`config.mk`:
```
export PLATFORM = sky130hd
export DESIGN_NAME = keypad_scan_ctrl
export DESIGN_NICKNAME = d
export VERILOG_FILES = /design/src/rtl/keypad_pkg.sv /design/src/rtl/keypad_evt_fifo.sv /design/src/rtl/keypad_scan_ctrl.sv
export SDC_FILE = /design/constraint.sdc
export NUM_CORES = 1
export LEC_CHECK = 0
export CAP_MARGIN = 30
export CORE_MARGIN = 2
export CORE_UTILIZATION = 30
export DETAILED_ROUTE_END_ITERATION = 8
export DONT_BUFFER_PORTS = 1
export HOLD_SLACK_MARGIN = 0.02
export PLACE_DENSITY_LB_ADDON = 0.05
export SLEW_MARGIN = 20
export SYNTH_ARGS = -nofsm -noshare
export SYNTH_HDL_FRONTEND = slang
export SYNTH_SLANG_ARGS = --single-unit
export TNS_END_PERCENT = 30
```
`constraint.sdc`:
```
create_clock -name clk -period 3.53 [get_ports clk]
set_input_delay 0.706 -clock clk [delete_from_list [all_inputs] [get_ports clk]]
set_output_delay 0.706 -clock clk [all_outputs]
set_load 0.02 [all_outputs]
```
`src/rtl/keypad_pkg.sv`:
```
// keypad_pkg: shared types and constants for the 4x4 keypad scanner.
package keypad_pkg;

  typedef enum logic [1:0] {
    COL0,
    COL1,
    COL2,
    COL3
  } col_state_e;

  // Held/resolved key: bit 4 set means no key, else key index 4*col+row.
  localparam logic [4:0] KEY_NONE = 5'h10;

  localparam logic [15:0][3:0] KEY_LUT = {
    4'hD, 4'hC, 4'hB, 4'hA,
    4'hE, 4'h9, 4'h6, 4'h3,
    4'hF, 4'h8, 4'h5, 4'h2,
    4'h0, 4'h7, 4'h4, 4'h1
  };

  typedef struct packed {
    logic [3:0] code;
    logic       press;
  } evt_t;

  function automatic logic [3:0] key_code(
    input logic [3:0] idx
  );
    return KEY_LUT[idx];
  endfunction

  function automatic logic [4:0] lowest_key(
    input logic [15:0] raw
  );
    logic [4:0] k;
    k = KEY_NONE;
    for (int i = 15; i >= 0; i--) begin
      if (raw[i]) k = 5'(i);
    end
    return k;
  endfunction

endpackage

```
`src/rtl/keypad_evt_fifo.sv`:
```
// keypad_evt_fifo: small synchronous event queue.
// A push into a full queue succeeds only when a pop happens in the same cycle.
module keypad_evt_fifo
  import keypad_pkg::*;
#(
  parameter int DEPTH = 4
) (
  input  logic clk,
  input  logic rst_n,
  input  logic push,
  input  logic pop,
  input  evt_t din,
  output evt_t dout,
  output logic full,
  output logic empty
);

  localparam int AW = $clog2(DEPTH);

  evt_t          mem_q [DEPTH];
  logic [AW-1:0] wr_q;
  logic [AW-1:0] rd_q;
  logic [AW:0]   cnt_q;
  logic          do_push;
  logic          do_pop;

  assign full    = (cnt_q == (AW+1)'(DEPTH));
  assign empty   = (cnt_q == '0);
  assign do_pop  = pop & ~empty;
  assign do_push = push & (~full | do_pop);
  assign dout    = mem_q[rd_q];

  always_ff @(posedge clk or negedge rst_n) begin
    if (!rst_n) begin
      wr_q  <= '0;
      rd_q  <= '0;
      cnt_q <= '0;
      for (int i = 0; i < DEPTH; i++) begin
        mem_q[i] <= '0;
      end
    end else begin
      if (do_push) begin
        mem_q[wr_q] <= din;
        wr_q        <= wr_q + 1'b1;
      end
      if (do_pop) begin
        rd_q <= rd_q + 1'b1;
      end
      unique case ({do_push, do_pop})
        2'b10:   cnt_q <= cnt_q + 1'b1;
        2'b01:   cnt_q <= cnt_q - 1'b1;
        default: cnt_q <= cnt_q;
      endcase
    end
  end

endmodule

```
`src/rtl/keypad_scan_ctrl.sv`:
```
// keypad_scan_ctrl: frame-based 4x4 keypad scanner with debounce and event FIFO.
// Define KEYPAD_RELEASE_EVT_EN to also queue key-release events.
module keypad_scan_ctrl
  import keypad_pkg::*;
#(
  parameter int SCAN_DIV   = 50000,
  parameter int DEBOUNCE   = 4,
  parameter int FIFO_DEPTH = 4
) (
  input  logic       clk,
  input  logic       rst_n,
  input  logic [3:0] row,
  output logic [3:0] col,
  output logic       evt_valid,
  input  logic       evt_ready,
  output logic [3:0] evt_code,
  output logic       evt_press,
  output logic       key_down,
  output logic       overflow
);

  localparam int         DW  = $clog2(SCAN_DIV);
  localparam logic [3:0] DEB = 4'(DEBOUNCE);

  logic [3:0]  row_s1_q;
  logic [3:0]  row_s2_q;
  col_state_e  state_q;
  logic [DW-1:0] div_q;
  logic [3:0]  col_q;
  logic [15:0] raw_q;
  logic [15:0] prev_raw_q;
  logic [3:0]  stable_q;
  logic [4:0]  held_q;
  logic        key_down_q;
  logic        overflow_q;
  logic        pend_q;
  logic        pend_d;
  logic [3:0]  pend_code_q;
  logic [3:0]  pend_code_d;

  logic        dwell_end;
  logic        frame_end;
  logic [3:0]  nib_lsb;
  logic [15:0] raw_full;
  logic [3:0]  stable_d;
  logic        commit;
  logic [4:0]  new_key;
  logic        change;
  logic        push_w;
  evt_t        push_evt;
  logic        pop_w;
  evt_t        head;
  logic        fifo_full;
  logic        fifo_empty;

  always_ff @(posedge clk or negedge rst_n) begin
    if (!rst_n) begin
      row_s1_q <= 4'hF;
      row_s2_q <= 4'hF;
    end else begin
      row_s1_q <= row;
      row_s2_q <= row_s1_q;
    end
  end

  assign dwell_end = (div_q == DW'(SCAN_DIV - 1));
  assign frame_end = dwell_end & (state_q == COL3);
  assign nib_lsb   = {state_q, 2'b00};

  always_ff @(posedge clk or negedge rst_n) begin
    if (!rst_n) begin
      state_q <= COL0;
      div_q   <= '0;
      col_q   <= 4'b1110;
      raw_q   <= '0;
    end else if (dwell_end) begin
      div_q              <= '0;
      raw_q[nib_lsb +: 4] <= ~row_s2_q;
      unique case (state_q)
        COL0: begin
          state_q <= COL1;
          col_q   <= 4'b1101;
        end
        COL1: begin
          state_q <= COL2;
          col_q   <= 4'b1011;
        end
        COL2: begin
          state_q <= COL3;
          col_q   <= 4'b0111;
        end
        COL3: begin
          state_q <= COL0;
          col_q   <= 4'b1110;
        end
        default: begin
          state_q <= COL0;
          col_q   <= 4'b1110;
        end
      endcase
    end else begin
      div_q <= div_q + 1'b1;
    end
  end

  // The COL3 nibble is still in flight at frame end, so merge it here.
  assign raw_full = {~row_s2_q, raw_q[11:0]};
  assign stable_d = (raw_full != prev_raw_q) ? 4'd1
                  : (stable_q == DEB)      ? stable_q
                  :                          stable_q + 4'd1;
  assign commit   = frame_end & (stable_d == DEB);
  assign new_key  = lowest_key(raw_full);
  assign change   = commit & (new_key != held_q);

  always_comb begin
    push_w      = 1'b0;
    push_evt    = '0;
    pend_d      = 1'b0;
    pend_code_d = pend_code_q;
    if (pend_q) begin
      push_w   = 1'b1;
      push_evt = '{code: pend_code_q, press: 1'b1};
    end
    if (change) begin
`ifdef KEYPAD_RELEASE_EVT_EN
      push_w = 1'b1;
      if (held_q != KEY_NONE) begin
        push_evt = '{code: key_code(held_q[3:0]), press: 1'b0};
        if (new_key != KEY_NONE) begin
          pend_d      = 1'b1;
          pend_code_d = key_code(new_key[3:0]);
        end
      end else begin
        push_evt = '{code: key_code(new_key[3:0]), press: 1'b1};
      end
`else
      if (new_key != KEY_NONE) begin
        push_w   = 1'b1;
        push_evt = '{code: key_code(new_key[3:0]), press: 1'b1};
      end
`endif
    end
  end

  assign pop_w = evt_ready & ~fifo_empty;

  always_ff @(posedge clk or negedge rst_n) begin
    if (!rst_n) begin
      prev_raw_q  <= '0;
      stable_q    <= '0;
      held_q      <= KEY_NONE;
      key_down_q  <= 1'b0;
      overflow_q  <= 1'b0;
      pend_q      <= 1'b0;
      pend_code_q <= '0;
    end else begin
      overflow_q  <= push_w & fifo_full & ~pop_w;
      pend_q      <= pend_d;
      pend_code_q <= pend_code_d;
      if (frame_end) begin
        prev_raw_q <= raw_full;
        stable_q   <= stable_d;
      end
      if (commit) begin
        held_q     <= new_key;
        key_down_q <= (new_key != KEY_NONE);
      end
    end
  end

  keypad_evt_fifo #(
    .DEPTH (FIFO_DEPTH)
  ) u_fifo (
    .clk   (clk),
    .rst_n (rst_n),
    .push  (push_w),
    .pop   (pop_w),
    .din   (push_evt),
    .dout  (head),
    .full  (fifo_full),
    .empty (fifo_empty)
  );

  assign col       = col_q;
  assign evt_valid = ~fifo_empty;
  assign evt_code  = head.code;
  assign key_down  = key_down_q;
  assign overflow  = overflow_q;

`ifdef KEYPAD_RELEASE_EVT_EN
  assign evt_press = head.press;
`else
  logic unused_press_w;
  assign unused_press_w = head.press;
  assign evt_press      = 1'b1;
`endif

endmodule
```
==> results of run 1 <==
-- registers in the layout, summed over array words and instances (netlist names) --
signal,count
row_s1_q,4
key_down,1
held_q,5
col,4
u_fifo.cnt_q,3
div_q,16
stable_q,4
prev_raw_q,16
u_fifo.rd_q,2
raw_q,12
u_fifo.mem_q,16
overflow,1
row_s2_q,4
state_q,2
u_fifo.wr_q,2
-- final timing paths --
check	cells past startpoint	end	startpoint
worst max-delay path	14	u_fifo.cnt_q[2]$_DFFE_PN0P_	raw_q[7]$_DFFE_PN0P_
worst min-delay path	0	u_fifo.rd_q[0]$_DFFE_PN0P_	rst_n
worst max register to register	14	u_fifo.cnt_q[2]$_DFFE_PN0P_	raw_q[7]$_DFFE_PN0P_
worst min register to register	0	row_s2_q[1]$_DFF_PN1_	row_s1_q[1]$_DFF_PN1_
max in group asynchronous	0	col[3]$_DFFE_PN1N_	rst_n
min in group clk	0	row_s1_q[2]$_DFF_PN1_	row[2]
-- per-stage QoR --
| step | std cells | worst slack (ps) | util |
|---|---|---|---|
| floorplan | 436 | 499 | - |
| global placement | 634 | 394 | 0.324 |
| detailed placement | 634 | 362 | 0.324 |
| CTS | 650 | 339 | 0.343 |
| global route | 650 | 111 | 0.343 |
| finish | 650 | 355 | 0.343 |
-- layout make-up --
type | count | area (um2)
inverter | 19 | 71.3
multi-input combinational | 304 | 2250
clock buffer | 12 | 246
sequential | 92 | 2320
tap | 211 | 264
timing repair buffer | 8 | 60.1
fill | 1601 | 10100
clock inverter | 4 | 51.3
-- layout by cell type, fill, tap and decap left out, types with 4 or more instances in the layout --
cell | netlist | routed
nor3_1 | 5 | 5
nor2_1 | 26 | 26
dfrtp_1 | 80 | 80
mux2_2 | 27 | 27
xnor2_1 | 22 | 22
inv_1 | 19 | 19
clkbuf_16 | 0 | 9
mux4_2 | 4 | 4
and3_1 | 7 | 7
nor4_1 | 4 | 4
o31ai_1 | 14 | 14
o21ai_0 | 21 | 21
xor2_1 | 14 | 14
nand4_2 | 4 | 4
a21oi_1 | 11 | 11
nand3_1 | 12 | 12
nand4_1 | 10 | 10
dfstp_2 | 12 | 12
nand2_1 | 50 | 50
buf_4 | 4 | 8
ha_1 | 17 | 17
-- worst max-delay path, cell delays in order (launching register included) --
cell     delay [ps]
dfrtp_1         530
or4_1           520
a31oi_1         230
nor2_1           70
a21oi_1         200
ha_1            190
nand2_1          70
and3_1          180
nand3_1          90
ha_1            190
inv_1            60
fa_1            370
xor2_1          150
nor2_1          110
xor2_1          150
-- logic make-up after synthesis --
group	Yosys count
buffers and inverters	40
XOR/XNOR	36
AO/OA/AOI/OAI	71
multiplexers	35
adder cells (fa/ha/maj)	18
other	1
AND/OR/NAND/NOR	143
flip-flops	92
-- power groups by stage --
stage | sequential, mW | clock (mW) | combinational, mW
2_1_floorplan | 1.08 | 0 | 0.0288
5_1_grt | 1.07 | 1.07 | 0.0386
6_report | 1.07 | 0.977 | 0.0346
3_3_place_gp | 1.09 | 0 | 0.0352
3_5_place_dp | 1.09 | 0 | 0.0349
4_1_cts | 1.07 | 1.02 | 0.0349
-- per-layer routing --
layer / track usage / up-vias / wire length, um
li1: - / 1540 / -
met1: 0.189 / 1516 / 5170
met4: 0.0398 / 0 / 143
met3: 0.0316 / 11 / 306
met5: 0 / - / 0
met2: 0.196 / 48 / 4410
==> impl_results.md, run 1 <==
- WP data arrival: 3450 ps
- Drt pass-1 iters: 4
- Synth area leaders: dfrtp_1, dfstp_2, mux2_2
- Largest net degree at the start of global routing: a little over 90
- Clock Root Buffer: clkbuf_16
- Final period util: 0.899
- Final instance area: 5260 um2
- Layout Skew: about 8.6 ps
- Switching Fraction: 0.209
- Vias in the first global route: 3,105
- Total wire length: 10.0 mm
- Multiplexer share of the synthesized area: 0.0926
- Reg2reg setup slack: 360 ps
- PwrDens: 396 nW/um2
- Adder-Cell Fraction of Synth Area: 0.0491
- CTS H-tree lvls: 3
- CTS clk-pin slew, worst paths: ~70 ps
- Die area: 16,800 um2
- Share of cells above drive strength 1: 0.185
- Syn avg cell area: 10.9 um2
- Synthesis-to-layout area growth: 11.0%
- DRT iter0 DRCs: 157
- CP Launch Type: flop
- Leak pwr: 2.29 nW
- Seq/Total Area, Yosys: 0.489
- Complex-gate fraction of the synthesized area: 0.101
- Ys flop type: dfrtp_1
- Final min period: roughly 3200 ps
- Maxcap violations: 0
- Final hold viol count: 0
- CTS Hold Bufs: 0
- Die height: around 130 um
- Initial Utilization: 0.310
- Critical path class: reg2reg
- Slew headroom: 0.365
- DP HPWL: 7.06 mm
- PortBufs: 0
- Sw power: 436 uW
- Antenna Nets Post-Route: 0
- Most common library cells after synthesis: dfrtp_1, nand2_1, mux2_2
- Fmax: 0.315 GHz
- Placeable core area: 15,300 um2
- GPL Wtd Cong: around 0.77
- Req. time, crit path: around 3800 ps
- Yosys top cell area share: 0.422
- Placed cell areas: 4960 um2
- Ys async rst share: 1.00
- Die width: 130 um
- Total setup buffers inserted after CTS: 0
- First-pass GRT wire length: between 15 and 20 mm
- Synth Warn #: 0
- Max Buffers Root-to-Sink: 2
- Via count: around 3,100
- Power consumption: 2.08 mW
- PostCTS Resize Cnt: 0
- EDFF count, synth: 0
- Vias/cell: 4.79
- Area leader, netlist: dfrtp_1
- Worst-Skew Late Latency: between 300 and 400 ps
- Sink Count: between 90 and 100
- Final setup vio count: 0
- FF+latch count, synth: 92
- CTS tree: yes
- Grt total ovfl: 0
- Initial antenna violation count: 0
- Post-route DRC violation count: 0
- Cell row count: between 40 and 50
- Hold WS: ~57 ps
- Unrepaired setup endpoints after global routing: false
- Count leader, synth: dfrtp_1
- Clock power share: 0.469
- Critical-path maximum fanout: 9
- Sequential power share: 0.514
- Largest family of logic cells by synthesized area: simple AND/OR/NAND/NOR gates
- Syn_nets: 461
- Worst Setup End Kind: flop
- Netlist cell types: 57
- Max Slew Vio Count: 0
- Final #Nets: 459
- Gate power share: 0.017
- Worst VDD drop: 215 uV
- WL per Instance: approximately 15 um
- Int Pwr: 1.65 mW
- Num ports: 19
- Num CTS Buffers: 9
- Xor/xnor share of the synthesized area: 0.0665
- Outcome: completed
- Setup TNS: 0 ps
- Slew @ Worst Pin: around 940 ps
- ANT cells: 0
- Syn Inst Count: between 400 and 500
- Worst Hold Class: in2async
- Total global-route track usage: 0.131
- Synthesized area: around 4700 um2
- Simple-Gate Fraction of Synth Area: 0.165
Note: power is estimated with default switching activity, not from simulation.
==> inputs of run 2 (changes only) <==
--- a/config.mk
+++ b/config.mk
@@ -8,8 +8,8 @@
 export CAP_MARGIN = 30
 export CORE_MARGIN = 2
 export CORE_UTILIZATION = 30
+export CTS_BUF_LIST = sky130_fd_sc_hd__clkbuf_16
 export DETAILED_ROUTE_END_ITERATION = 8
-export DONT_BUFFER_PORTS = 1
 export HOLD_SLACK_MARGIN = 0.02
 export PLACE_DENSITY_LB_ADDON = 0.05
 export SLEW_MARGIN = 20
==> run 2 against run 1 <==
  * Fmax up 2.4%
  * First-iteration DRC count rose by 24%
  * Count of clock-buffer cells in the layout fell by 3
  * Via count up 2.1%
  * Combinational power increased by 92%
  * Non-clock buffer count rose by 22
  * Global-route usage rose by 0.55 points
  * Worst hold slack gained 160 ps
  * Register-to-register slack better by 80 ps
  * Critical path type unchanged
==> impl_results.md, run 2 (synthesis gave the netlist of run 1 again) <==
- Slew @ Worst Pin: between 500 and 600 ps
- Share of cells above drive strength 1: 0.191
- Fmax: about 0.32 GHz
- PostCTS Resize Cnt: 0
- Total setup buffers inserted after CTS: 0
- Delay-heaviest family, CP: simple AND/OR/NAND/NOR gates
- Clock Root Buffer: clkbuf_16
- Initial antenna violation count: 0
- Setup TNS: 0 ps
- Die width: 130 um
- CTS clk-pin slew, worst paths: around 70 ps
- Maxcap violations: 0
- Int Pwr: about 1.7 mW
- DRT iter0 DRCs: roughly 200
- Layout Skew: 5.97 ps
- Final setup vio count: 0
- Initial Utilization: 0.310
- Vias/cell: 4.73
- Via count: 3,181
- Worst R2R Path Depth: 14
- Cell row count: 45
- Utilization after layout: 0.359
- CTS tree: yes
- Die height: 130 um
- Gate power share: 0.031
- Reg2reg start: raw_q[7]$_DFFE_PN0P_
- Fillers: 1,539
- Antenna Nets Post-Route: 0
- Max Slew Vio Count: 0
- Sw power: 471 uW
- Total global-route track usage: 0.137
- CP max stage delay: approximately 500 ps
- Sink Count: 92
- PwrDens: 396 nW/um2
- Placeable core area: 15,300 um2
- Crit path cell chain: or4_1 > a31oi_1 > nor2_1 > a21oi_1 > ha_1 > nand2_1 > and3_1 > nand3_1 > ha_1 > inv_1 > fa_1 > xor2_1 > nor2_1 > xor2_1
- Req. time, crit path: about 3800 ps
- Slew headroom: 0.632
- WL per Instance: 15.4 um
- Total wire length: 10.4 mm
- Switching Fraction: 0.217
- Clock power share: 0.478
- DP HPWL: 7.30 mm
- CTS Hold Bufs: 0
- Final period util: 0.878
- Synthesis-to-layout area growth: 16.0%
- Placed cell areas: slightly above 5000 um2
- Vias in the first global route: 3,228
- WP data arrival: 3370 ps
- Drt pass-1 iters: 4
- GPL Wtd Cong: 0.751
- Worst-Skew Late Latency: 340 ps
- Outcome: completed
- PortBufs: 17
- Post-route DRC violation count: 0
- Leak pwr: roughly 2.4 nW
- Regs by FF count: div_q x16, prev_raw_q x16, u_fifo.mem_q x16
- Unrepaired setup endpoints after global routing: false
- Critical-path maximum fanout: 9
- Sequential power share: 0.492
- Critical path buffer and inverter count: 1
- Worst Setup End Kind: flop
- First-pass GRT wire length: 17.6 mm
- Most frequent cells in the layout: dfrtp_1, nand2_1, mux2_2
- CP Launch Type: flop
- Critical path class: reg2reg
- Final #Nets: 481
- Max Buffers Root-to-Sink: 2
- Grt total ovfl: 0
- CP max-delay cell: dfrtp_1
- CTS H-tree lvls: 3
- Final instance area: 5500 um2
- Worst Hold Class: in2async
- ANT cells: 0
- Worst VDD drop: 204 uV
- Final hold viol count: 0
- Commonest non-fill, non-tap cell in the layout: dfrtp_1
- Num ports: 19
- Reg2reg setup slack: about 430 ps
- Final min period: 3100 ps
- Largest net degree at the start of global routing: just over 70
- Terminus of the critical flop-to-flop path: u_fifo.cnt_q[2]$_DFFE_PN0P_
- Num CTS Buffers: 9
- Die area: ~17,000 um2
## run 2: final cells by class
type / instances / area, um2 / share of cell area
timing repair buffer: 30 / 283 / 0.0514
sequential: 92 / 2320 / 0.421
tap: 211 / 264 / 0.0480
clock inverter: 7 / 90.1 / 0.0164
inverter: 19 / 71.3 / 0.0130
multi-input combinational: 304 / 2250 / 0.409
clock buffer: 9 / 225 / 0.0409
## run 2: per-stage QoR
stage | worst slack [ps] | cells | hold slack (ps) | total power [mW]
2_1_floorplan | 499 | 436 | 345 | 1.11
3_3_place_gp | 414 | 654 | 346 | 1.15
3_5_place_dp | 386 | 654 | 347 | 1.15
4_1_cts | 407 | 670 | 357 | 2.22
5_1_grt | 141 | 672 | 224 | 2.27
6_report | 431 | 672 | 221 | 2.18
## run 2: worst max path at each step
| stage | startpoint | to | slack [ps] | cells past startpoint |
|---|---|---|---|---|
| 6_report | raw_q[7]$_DFFE_PN0P_ | u_fifo.cnt_q[2]$_DFFE_PN0P_ | 430 | 14 |
| 5_1_grt | raw_q[7]$_DFFE_PN0P_ | u_fifo.cnt_q[2]$_DFFE_PN0P_ | 140 | 14 |
| 3_3_place_gp | evt_ready | u_fifo.cnt_q[2]$_DFFE_PN0P_ | 410 | 10 |
| 3_5_place_dp | evt_ready | u_fifo.cnt_q[2]$_DFFE_PN0P_ | 390 | 10 |
| 4_1_cts | raw_q[7]$_DFFE_PN0P_ | u_fifo.cnt_q[2]$_DFFE_PN0P_ | 410 | 14 |
| 2_1_floorplan | raw_q[11]$_DFFE_PN0P_ | u_fifo.cnt_q[2]$_DFFE_PN0P_ | 500 | 15 |
## run 2: power groups by stage
stage	sequential, mW	combinational [mW]	clock, mW
finish	1.07	0.0665	1.04
global route	1.07	0.0763	1.12
CTS	1.07	0.0654	1.08
detailed placement	1.09	0.0648	0
global placement	1.09	0.0647	0
floorplan	1.08	0.0288	0
## run 2: routing by layer
metal | vias up | track usage | routed length (um)
met1 | 1539 | 0.199 | 5270
met5 | - | 0 | 0
met3 | 14 | 0.0226 | 323
met2 | 48 | 0.203 | 4560
li1 | 1580 | - | -
met4 | 0 | 0.0576 | 195
